==> src/rtl/fft_stream_iter_if.sv <==
// Stream bundle for fft_stream_iter: sample input, bin output, status.
// The engine is slave of the input stream and source of the output stream.
interface fft_stream_iter_if #(
  parameter int LOG2N  = 3,
  parameter int DATA_W = 16
);
  logic                in_valid;
  logic                in_ready;
  logic [2*DATA_W-1:0] in_data;
  logic                inverse;
  logic                out_valid;
  logic                out_ready;
  logic [2*DATA_W-1:0] out_data;
  logic [LOG2N-1:0]    out_index;
  logic                out_last;
  logic                busy;

  modport master (
    output in_valid, in_data, inverse, out_ready,
    input  in_ready, out_valid, out_data,
    input  out_index, out_last, busy
  );

  modport slave (
    input  in_valid, in_data, inverse, out_ready,
    output in_ready, out_valid, out_data,
    output out_index, out_last, busy
  );
endinterface

==> src/rtl/fft_stream_iter.sv <==
// Iterative radix-2 DIT FFT/IFFT with one time-shared butterfly,
// per-stage 1/2 scaling, bit-reversed load and natural-order unload.
module fft_stream_iter #(
  parameter int LOG2N  = 3,
  parameter int DATA_W = 16
) (
  input  logic             clk,
  input  logic             rst,
  fft_stream_iter_if.slave s
);
  localparam int  N      = 1 << LOG2N;
  localparam int  H      = N / 2;
  localparam int  W      = DATA_W;
  localparam int  PW     = 2 * W + 1;
  localparam real SCALE  = real'((1 << (W - 1)) - 1);
  localparam real TWO_PI = 6.283185307179586;

  typedef enum logic [1:0] {
    LOAD    = 2'd0,
    COMPUTE = 2'd1,
    UNLOAD  = 2'd2
  } state_t;

  typedef logic signed [W-1:0] smp_t;

  function automatic real rnd(input real x);
    return (x >= 0.0) ? $floor(x + 0.5) : -$floor(0.5 - x);
  endfunction

  function automatic logic [LOG2N-1:0] bitrev(
    input logic [LOG2N-1:0] v
  );
    logic [LOG2N-1:0] r;
    for (int i = 0; i < LOG2N; i++) r[i] = v[LOG2N-1-i];
    return r;
  endfunction

  function automatic logic signed [W:0] sat_t(
    input logic signed [PW-1:0] v
  );
    logic signed [PW-1:0] hi, lo;
    hi = $signed({{(W+1){1'b0}}, {W{1'b1}}});
    lo = $signed({{(W+1){1'b1}}, {W{1'b0}}});
    if (v > hi)      return {1'b0, {W{1'b1}}};
    else if (v < lo) return {1'b1, {W{1'b0}}};
    else             return v[W:0];
  endfunction

  function automatic smp_t sat_o(
    input logic signed [W+1:0] v
  );
    logic signed [W+1:0] hi, lo;
    hi = $signed({3'b000, {(W-1){1'b1}}});
    lo = $signed({3'b111, {(W-1){1'b0}}});
    if (v > hi)      return {1'b0, {(W-1){1'b1}}};
    else if (v < lo) return {1'b1, {(W-1){1'b0}}};
    else             return v[W-1:0];
  endfunction

  state_t           r_state, w_next;
  logic [LOG2N-1:0] r_idx;
  logic [LOG2N-2:0] r_bfly;
  logic [2:0]       r_stage;
  logic             r_inv;
  smp_t             r_re [N];
  smp_t             r_im [N];

  smp_t w_twr [H];
  smp_t w_twi [H];

  // Forward-mode twiddles; the inverse sign is applied at use.
  for (genvar k = 0; k < H; k++) begin : g_tw
    localparam real ANG = TWO_PI * k / N;
    localparam int  C   = $rtoi(rnd($cos(ANG) * SCALE));
    localparam int  S   = $rtoi(rnd($sin(ANG) * SCALE));
    assign w_twr[k] = W'(C);
    assign w_twi[k] = W'(-S);
  end

  logic w_ld, w_cp, w_ul;
  logic w_in_fire, w_out_fire;
  logic w_idx_end, w_bfly_end, w_stage_end;

  assign w_ld        = (r_state == LOAD);
  assign w_cp        = (r_state == COMPUTE);
  assign w_ul        = (r_state == UNLOAD);
  assign w_in_fire   = w_ld & s.in_valid;
  assign w_out_fire  = w_ul & s.out_ready;
  assign w_idx_end   = &r_idx;
  assign w_bfly_end  = &r_bfly;
  assign w_stage_end = (r_stage == 3'(LOG2N - 1));

  always_ff @(posedge clk or posedge rst) begin
    if (rst) r_state <= LOAD;
    else     r_state <= w_next;
  end

  always_comb begin
    w_next = r_state;
    unique case (r_state)
      LOAD:    if (w_in_fire && w_idx_end)
                 w_next = COMPUTE;
      COMPUTE: if (w_bfly_end && w_stage_end)
                 w_next = UNLOAD;
      UNLOAD:  if (w_out_fire && w_idx_end)
                 w_next = LOAD;
      default: w_next = LOAD;
    endcase
  end

  always_ff @(posedge clk or posedge rst) begin
    if (rst) begin
      r_idx   <= '0;
      r_bfly  <= '0;
      r_stage <= '0;
      r_inv   <= 1'b0;
    end else begin
      if (w_in_fire || w_out_fire)
        r_idx <= r_idx + 1'b1;
      if (w_in_fire && (r_idx == '0))
        r_inv <= s.inverse;
      if (w_cp) begin
        r_bfly <= r_bfly + 1'b1;
        if (w_bfly_end)
          r_stage <= w_stage_end ? 3'd0 : r_stage + 3'd1;
      end
    end
  end

  logic [LOG2N-1:0] w_b, w_half, w_j;
  logic [LOG2N-1:0] w_a, w_bb, w_ld_addr;
  logic [LOG2N-2:0] w_k;

  always_comb begin
    w_b       = {1'b0, r_bfly};
    w_half    = (LOG2N)'(1) << r_stage;
    w_j       = w_b & (w_half - 1'b1);
    w_a       = ((w_b >> r_stage) << (r_stage + 3'd1)) | w_j;
    w_bb      = w_a | w_half;
    w_k       = (LOG2N-1)'(w_j << (3'(LOG2N - 1) - r_stage));
    w_ld_addr = bitrev(r_idx);
  end

  smp_t                w_ar, w_ai, w_br, w_bi, w_wr, w_wi;
  logic signed [PW-1:0] w_pr, w_pi;
  logic signed [W:0]    w_tr, w_ti;
  logic signed [W+1:0]  w_sr, w_si, w_dr, w_di;
  smp_t                w_xr, w_xi, w_yr, w_yi;

  always_comb begin
    w_ar = r_re[w_a];
    w_ai = r_im[w_a];
    w_br = r_re[w_bb];
    w_bi = r_im[w_bb];
    w_wr = w_twr[w_k];
    w_wi = r_inv ? -w_twi[w_k] : w_twi[w_k];
    w_pr = PW'(w_br) * PW'(w_wr) - PW'(w_bi) * PW'(w_wi);
    w_pi = PW'(w_br) * PW'(w_wi) + PW'(w_bi) * PW'(w_wr);
    // Unit twiddle passes B through untouched to keep k=0 exact.
    if (w_k == '0) begin
      w_tr = (W+1)'(w_br);
      w_ti = (W+1)'(w_bi);
    end else begin
      w_tr = sat_t(w_pr >>> (W - 1));
      w_ti = sat_t(w_pi >>> (W - 1));
    end
    w_sr = (W+2)'(w_ar) + (W+2)'(w_tr);
    w_si = (W+2)'(w_ai) + (W+2)'(w_ti);
    w_dr = (W+2)'(w_ar) - (W+2)'(w_tr);
    w_di = (W+2)'(w_ai) - (W+2)'(w_ti);
    w_xr = sat_o(w_sr >>> 1);
    w_xi = sat_o(w_si >>> 1);
    w_yr = sat_o(w_dr >>> 1);
    w_yi = sat_o(w_di >>> 1);
  end

  always_ff @(posedge clk) begin
    if (w_in_fire) begin
      r_re[w_ld_addr] <= s.in_data[2*W-1:W];
      r_im[w_ld_addr] <= s.in_data[W-1:0];
    end else if (w_cp) begin
      r_re[w_a]  <= w_xr;
      r_im[w_a]  <= w_xi;
      r_re[w_bb] <= w_yr;
      r_im[w_bb] <= w_yi;
    end
  end

  always_comb begin
    s.in_ready  = 1'b0;
    s.out_valid = 1'b0;
    s.out_last  = 1'b0;
    s.busy      = 1'b0;
    s.out_index = '0;
    s.out_data  = '0;
    unique case (r_state)
      LOAD:    s.in_ready = 1'b1;
      COMPUTE: s.busy = 1'b1;
      UNLOAD: begin
        s.out_valid = 1'b1;
        s.busy      = 1'b1;
        s.out_index = r_idx;
        s.out_last  = w_idx_end;
        s.out_data  = {r_re[r_idx], r_im[r_idx]};
      end
      default: ;
    endcase
  end
endmodule

==> src/flat_wrapper.sv <==
// flat-port wrapper written by rule: the top's interface ports become plain ports
module fft_stream_iter_flat 
#(
  parameter int LOG2N  = 3,
  parameter int DATA_W = 16
)
  (clk, rst, s_in_valid, s_in_data, s_inverse, s_out_ready, s_in_ready, s_out_valid, s_out_data, s_out_index, s_out_last, s_busy);
  fft_stream_iter_if #(.LOG2N(LOG2N), .DATA_W(DATA_W)) s_i ();
  input  logic clk;
  input  logic rst;
  input wire logic [$bits(s_i.in_valid)-1:0] s_in_valid;
  input wire logic [$bits(s_i.in_data)-1:0] s_in_data;
  input wire logic [$bits(s_i.inverse)-1:0] s_inverse;
  input wire logic [$bits(s_i.out_ready)-1:0] s_out_ready;
  output wire logic [$bits(s_i.in_ready)-1:0] s_in_ready;
  output wire logic [$bits(s_i.out_valid)-1:0] s_out_valid;
  output wire logic [$bits(s_i.out_data)-1:0] s_out_data;
  output wire logic [$bits(s_i.out_index)-1:0] s_out_index;
  output wire logic [$bits(s_i.out_last)-1:0] s_out_last;
  output wire logic [$bits(s_i.busy)-1:0] s_busy;
  assign s_i.in_valid = s_in_valid;
  assign s_i.in_data = s_in_data;
  assign s_i.inverse = s_inverse;
  assign s_i.out_ready = s_out_ready;
  assign s_in_ready = s_i.in_ready;
  assign s_out_valid = s_i.out_valid;
  assign s_out_data = s_i.out_data;
  assign s_out_index = s_i.out_index;
  assign s_out_last = s_i.out_last;
  assign s_busy = s_i.busy;
  fft_stream_iter #(.LOG2N(LOG2N), .DATA_W(DATA_W)) u_core (.clk(clk), .rst(rst), .s(s_i));
endmodule
==> config.mk <==
export PLATFORM = sky130hd
export DESIGN_NAME = fft_stream_iter_flat
export DESIGN_NICKNAME = d
export VERILOG_FILES = /design/src/rtl/fft_stream_iter_if.sv /design/src/rtl/fft_stream_iter.sv /design/src/flat_wrapper.sv
export SDC_FILE = /design/constraint.sdc
export NUM_CORES = 2
export LEC_CHECK = 0
export ABC_AREA = 1
export CORE_UTILIZATION = 25
export DETAILED_ROUTE_END_ITERATION = 6
export SLEW_MARGIN = 20
export SYNTH_ARGS = -nofsm -noshare
export SYNTH_HDL_FRONTEND = slang
export SYNTH_SLANG_ARGS = --single-unit
export TNS_END_PERCENT = 20
==> constraint.sdc <==
create_clock -name clk -period 17.1 [get_ports clk]
set_clock_uncertainty 0.15 [all_clocks]
set_input_delay 2.565 -clock clk [delete_from_list [all_inputs] [get_ports clk]]
set_output_delay 2.565 -clock clk [all_outputs]
set_load 0.005 [all_outputs]
* Word level (Yosys, flattened, before mapping)
Memories as Yosys holds them, arrays and structs flattened.
Cells that the tools add are included.
** Storage, ports and cells
- Register bits after elaboration :: 11
- Memory bits (writable) :: 256
- Output and inout port bits :: 39
- Memories :: 2
** Cells by class
- Add/sub/neg operators :: 12
- $mul :: 4
- $lt $le $gt $ge :: 13
- Equality and inequality tests :: 6
- Shift operators :: 4
- Multiplexer cells :: 43
- Bitwise operators :: 6
- Reductions and logical operators :: 15
** Memory list
- u_core.r_im :: depth 8, width 16, rd ports 3, clocked after Yosys merged registers in 0, wr ports 2, line fft_stream_iter.sv:66 : smp_t r_im [N];
- u_core.r_re :: depth 8, width 16, rd ports 3, clocked after Yosys merged registers in 0, wr ports 2, line fft_stream_iter.sv:65 : smp_t r_re [N];
** Operator list (count)
- $mux W16 :: 15
- $mul A16 B16 Y32 :: 4
- $mux W17 :: 6
- $gt A17 B16 Y1 const B :: 4
- $lt A17 B16 Y1 const B :: 4
- $bmux W16 S2 :: 2
- $add A16 B17 Y18 :: 2
- $gt A18 B17 Y1 const B :: 2
- $lt A18 B17 Y1 const B :: 2
- $sub A16 B17 Y18 :: 2
- $add A32 B32 Y33 :: 1
- $sub A32 B32 Y33 :: 1
- $mux W32 :: 1
- $reduce_or A16 Y1 :: 2
- $neg A16 Y16 :: 1
- $mux W3 :: 4
- $mux W1 :: 11
- $reduce_and A3 Y1 :: 3
- $add A3 B1 Y3 const B :: 2
- $mux W2 :: 3
- $ne A2 B2 Y1 const B :: 3
- $or A3 B3 Y3 :: 2
- $pmux W2 S3 :: 1
- $logic_and A1 B1 Y1 :: 4
- 19 further kinds :: 21

* Depth between registers and ports, before layout
- Depth in word-level cells :: 21
- Gate-level depth with buffers :: 75
- Depth with buffers taken out :: 71

* Least setup slack after synthesis
No wires, ideal clock.
- Path kind :: register to register
- Start point :: register u_core.r_stage[0]
- End point :: memory u_core.r_re[2][6] in the netlist's numbering, data pin
- Data arrival time :: 13.325 ns
- Required time :: 16.818 ns
- Setup slack :: 3.492 ns
- Cell stages (with the launch flop) :: 66
- Path buffers :: 3
- Period minus slack after synthesis :: 13.608 ns
- Path through :: dfrtp_1 -> inv_2 -> ha_1 -> nand2_1 -> nand2_1 -> nor2_1 -> inv_1 -> a21oi_1 -> nand2_1 -> inv_1 -> clkbuf_1 -> buf_1 -> ha_1 -> inv_1 -> nor2_1 -> fa_1 -> inv_1 -> fa_1 -> [30 not listed] -> o21ai_0 -> nand4_1 -> o311ai_0 -> a21oi_1 -> o21bai_1 -> a21oi_1 -> o21bai_1 -> a21oi_1 -> o21bai_1 -> a21oi_1 -> nor2_1 -> nor2_1 -> xor2_1 -> nand3b_1 -> nand3_1 -> nand2_4 -> nand2_1 -> nand2_1
** RTL lines
- from (decl) :: line fft_stream_iter.sv:63 : logic [2:0] r_stage;
- from (signal assigned) :: line fft_stream_iter.sv:125 : r_stage <= w_stage_end ? 3'd0 : r_stage + 3'd1;
- to (decl) :: line fft_stream_iter.sv:65

==> flow_summary.ini <==
[sta]
setup_viol_count_final = 0
maxSlewHeadroom = 0.213
tns_ns = 0
fmax_mhz = 61.8
rsz0062_at_grt = false
worst_pin_slew_ns = 1.18
drv_slew = 0
min_period_ns = 16.19
final_min_period_over_clock_period = 0.947
hold_violations = 0

[clock_tree]
worstSkewPairLatency_ns = 0.60
clock_sinks = 267
ctsHoldBuffers = 0
clock_path_buffers = 3
cts-root-buf = clkbuf_16
numCtsBuffers = 29
clkTransAtPathRegs_ns = 0.07
cts_tree = built
cts_htree_levels = 1

[grt]
grt_max_degree = 94
grt.total_usage = 0.176
use_met2 = 0.277
grt-busiest-layer = met2
antenna_found_initial = 10
grt_pass1_wl_mm = 314
gr-total-overflow = 0
grt_util_met1 = 0.238
use_met3 = 0.0374
first_global_vias = 49900

[routing]
route.detailed.drc = 0
wl_mm = 210
avgViaCountPerCell = 4.85
postRouteAntennaNets = 0
post_drt_wl_per_cell_um = 20.7
drtIter0Drc = 5344
drt_pass1_iterations = 6
vias = 49000

[synth]
synth-edff-count = 256
async_flop_share = 0.0412
yosysUniqueCellTypes = 63
yosys_warnings = 0
yosysTopAreaCellShare = 0.378
ys_ff_latch = 267
synth_area_um2 = 58800
synth_top_flop_cell = edfxtp_1
yosysSeqAreaShare = 0.135
avgSynthCellArea_um2 = 8.39
synth_top_cell_by_area = fa_1
netlist_instances = 7012
syn-num-nets = 8562
synthTopCellsByArea = fa_1 38%, edfxtp_1 13%, inv_1 10%

[placement]
place.gp.congestion = 0.949
portBuffers = 75
place_area_um2 = 63500
dp_hpwl_mm = 159

[worst_setup_path]
crit_fanout = 14
slowest_stage = clkinvlp_2
cp-end-kind = flop
path_class = flop to flop
crit_arrival_ns = 16.51
cp-start-kind = flop
required_ns = 17.43
slowest_delay_ns = 1.00

[floorplanning]
die_area_um2 = 237000
rows = 177
coreArea_um2 = 233000
die_h_um = 487
io_pins = 76
initial_utilization = 0.252
fp.dieW_um = 487

[layout]
nets = 8499
register_area_um2 = 7970
fillers = 24900
drive_above_1_share = 0.0529
multiInputGateArea_um2 = 43600
antenna_cells = 0
fin_area_um2 = 64500
syn_to_final_growth_pct = 9.64

[job]
cap_violations = 0

[worst_hold_path]
min_path_type = flop to flop

[status]
status = finished clean
path summary, 6_finish.rpt:
path                                               startpoint                             to  slack, ns  cells after the start
worst max-delay path            u_core.r_stage[0]$_DFFE_PP0P_   u_core.r_re[5][12]$_DFFE_PP_       0.91                     54
worst min-delay path            u_core.r_state[1]$_DFFE_PP0P_  u_core.r_state[1]$_DFFE_PP0P_       0.40                      2
worst max register to register  u_core.r_stage[0]$_DFFE_PP0P_   u_core.r_re[5][12]$_DFFE_PP_       0.91                     54
worst min register to register  u_core.r_state[1]$_DFFE_PP0P_  u_core.r_state[1]$_DFFE_PP0P_       0.40                      2
max in group asynchronous                                 rst    u_core.r_idx[1]$_DFFE_PP0P_      13.86                      2
min in group asynchronous                                 rst  u_core.r_stage[2]$_DFFE_PP0P_       2.44                      2
Yosys cell counts, types with 10 or more instances:
library cell	number
inv_1	1645
nand2_1	1130
fa_1	1112
nor2_1	441
o21ai_0	414
ha_1	401
nand3_1	398
a21oi_1	279
edfxtp_1	256
clkbuf_1	240
o211ai_1	147
xor2_1	85
nand4_1	47
or2_2	45
buf_1	42
xnor2_1	36
nand2_2	29
nor3_1	25
o21bai_1	22
o21ai_4	17
inv_2	14
nand3_2	14
a22oi_1	12
nand2_4	12
o21a_1	12
dfrtp_1	11
o21ai_2	11
o31ai_1	10
worst max-delay path, delay by kind of cell (launching register included):
| family | cells | cell delay (ns) |
|---|---|---|
| DFF | 1 | 0.49 |
| xor gates and xnor gates | 1 | 0.50 |
| and+or+nand+nor | 17 | 3.90 |
| adders and majority gates | 12 | 5.25 |
| AOI/OAI and AO/OA | 14 | 3.40 |
| buffers and inverters | 10 | 2.34 |
flip-flops by register name, summed over array words and instances (netlist names):
register        flops
u_core.r_re       128
u_core.r_bfly       2
u_core.r_inv        1
u_core.r_idx        3
u_core.r_im       128
u_core.r_stage      3
u_core.r_state      2
kinds of logic after synthesis:
logic type	after synthesis	share of synthesized area
AOI/OAI and AO/OA	982	0.0989
xor gates and xnor gates	121	0.0180
DFF	267	0.135
and+or+nand+nor	2166	0.158
buffers and inverters	1963	0.126
adders and majority gates	1513	0.464
stage by stage:
step | instances | worst slack, ns | hold WS, ns | util
floorplan | 7012 | 3.49 | 0.328 | -
global placement | 10000 | 1.31 | 0.354 | 0.272
detailed placement | 10000 | 1.01 | 0.380 | 0.272
CTS | 10100 | 0.997 | 0.395 | 0.276
global route | 10100 | 0.0371 | 0.436 | 0.277
finish | 10100 | 0.911 | 0.400 | 0.277
routing by layer:
| layer | wire, µm | vias up |
|---|---|---|
| met3 | 23100 | 519 |
| li1 | - | 21500 |
| met5 | 93 | - |
| met4 | 8350 | 14 |
| met2 | 93100 | 2634 |
| met1 | 84900 | 24400 |
cells in the final DEF (no fill, tap or decap), types with 85 or more instances in the layout:
cell / n
inv_1: 1641
nand2_1: 1128
fa_1: 1112
nor2_1: 428
o21ai_0: 406
nand3_1: 398
ha_1: 397
a21oi_1: 278
edfxtp_1: 256
o211ai_1: 147
buf_4: 120
xor2_1: 85
area by class of cell:
class,instances,share of cell area
Inverter,1668,0.0973
Timing Repair inverter,1,0.0000776
Sequential cell,267,0.124
Multi-Input combinational cell,4782,0.676
Clock inverter,22,0.00365
Tap cell,3132,0.0608
Timing Repair Buffer,200,0.0273
Clock buffer,31,0.0114
what timing repair did:
item,CTS,global route
setup endpoints to repair,0,143
resized for setup,0,6
setup buffers,0,4
Power is left out: the tool's default activity adds up to more than one toggle a clock period on the data nets, which glitch-free logic cannot reach.
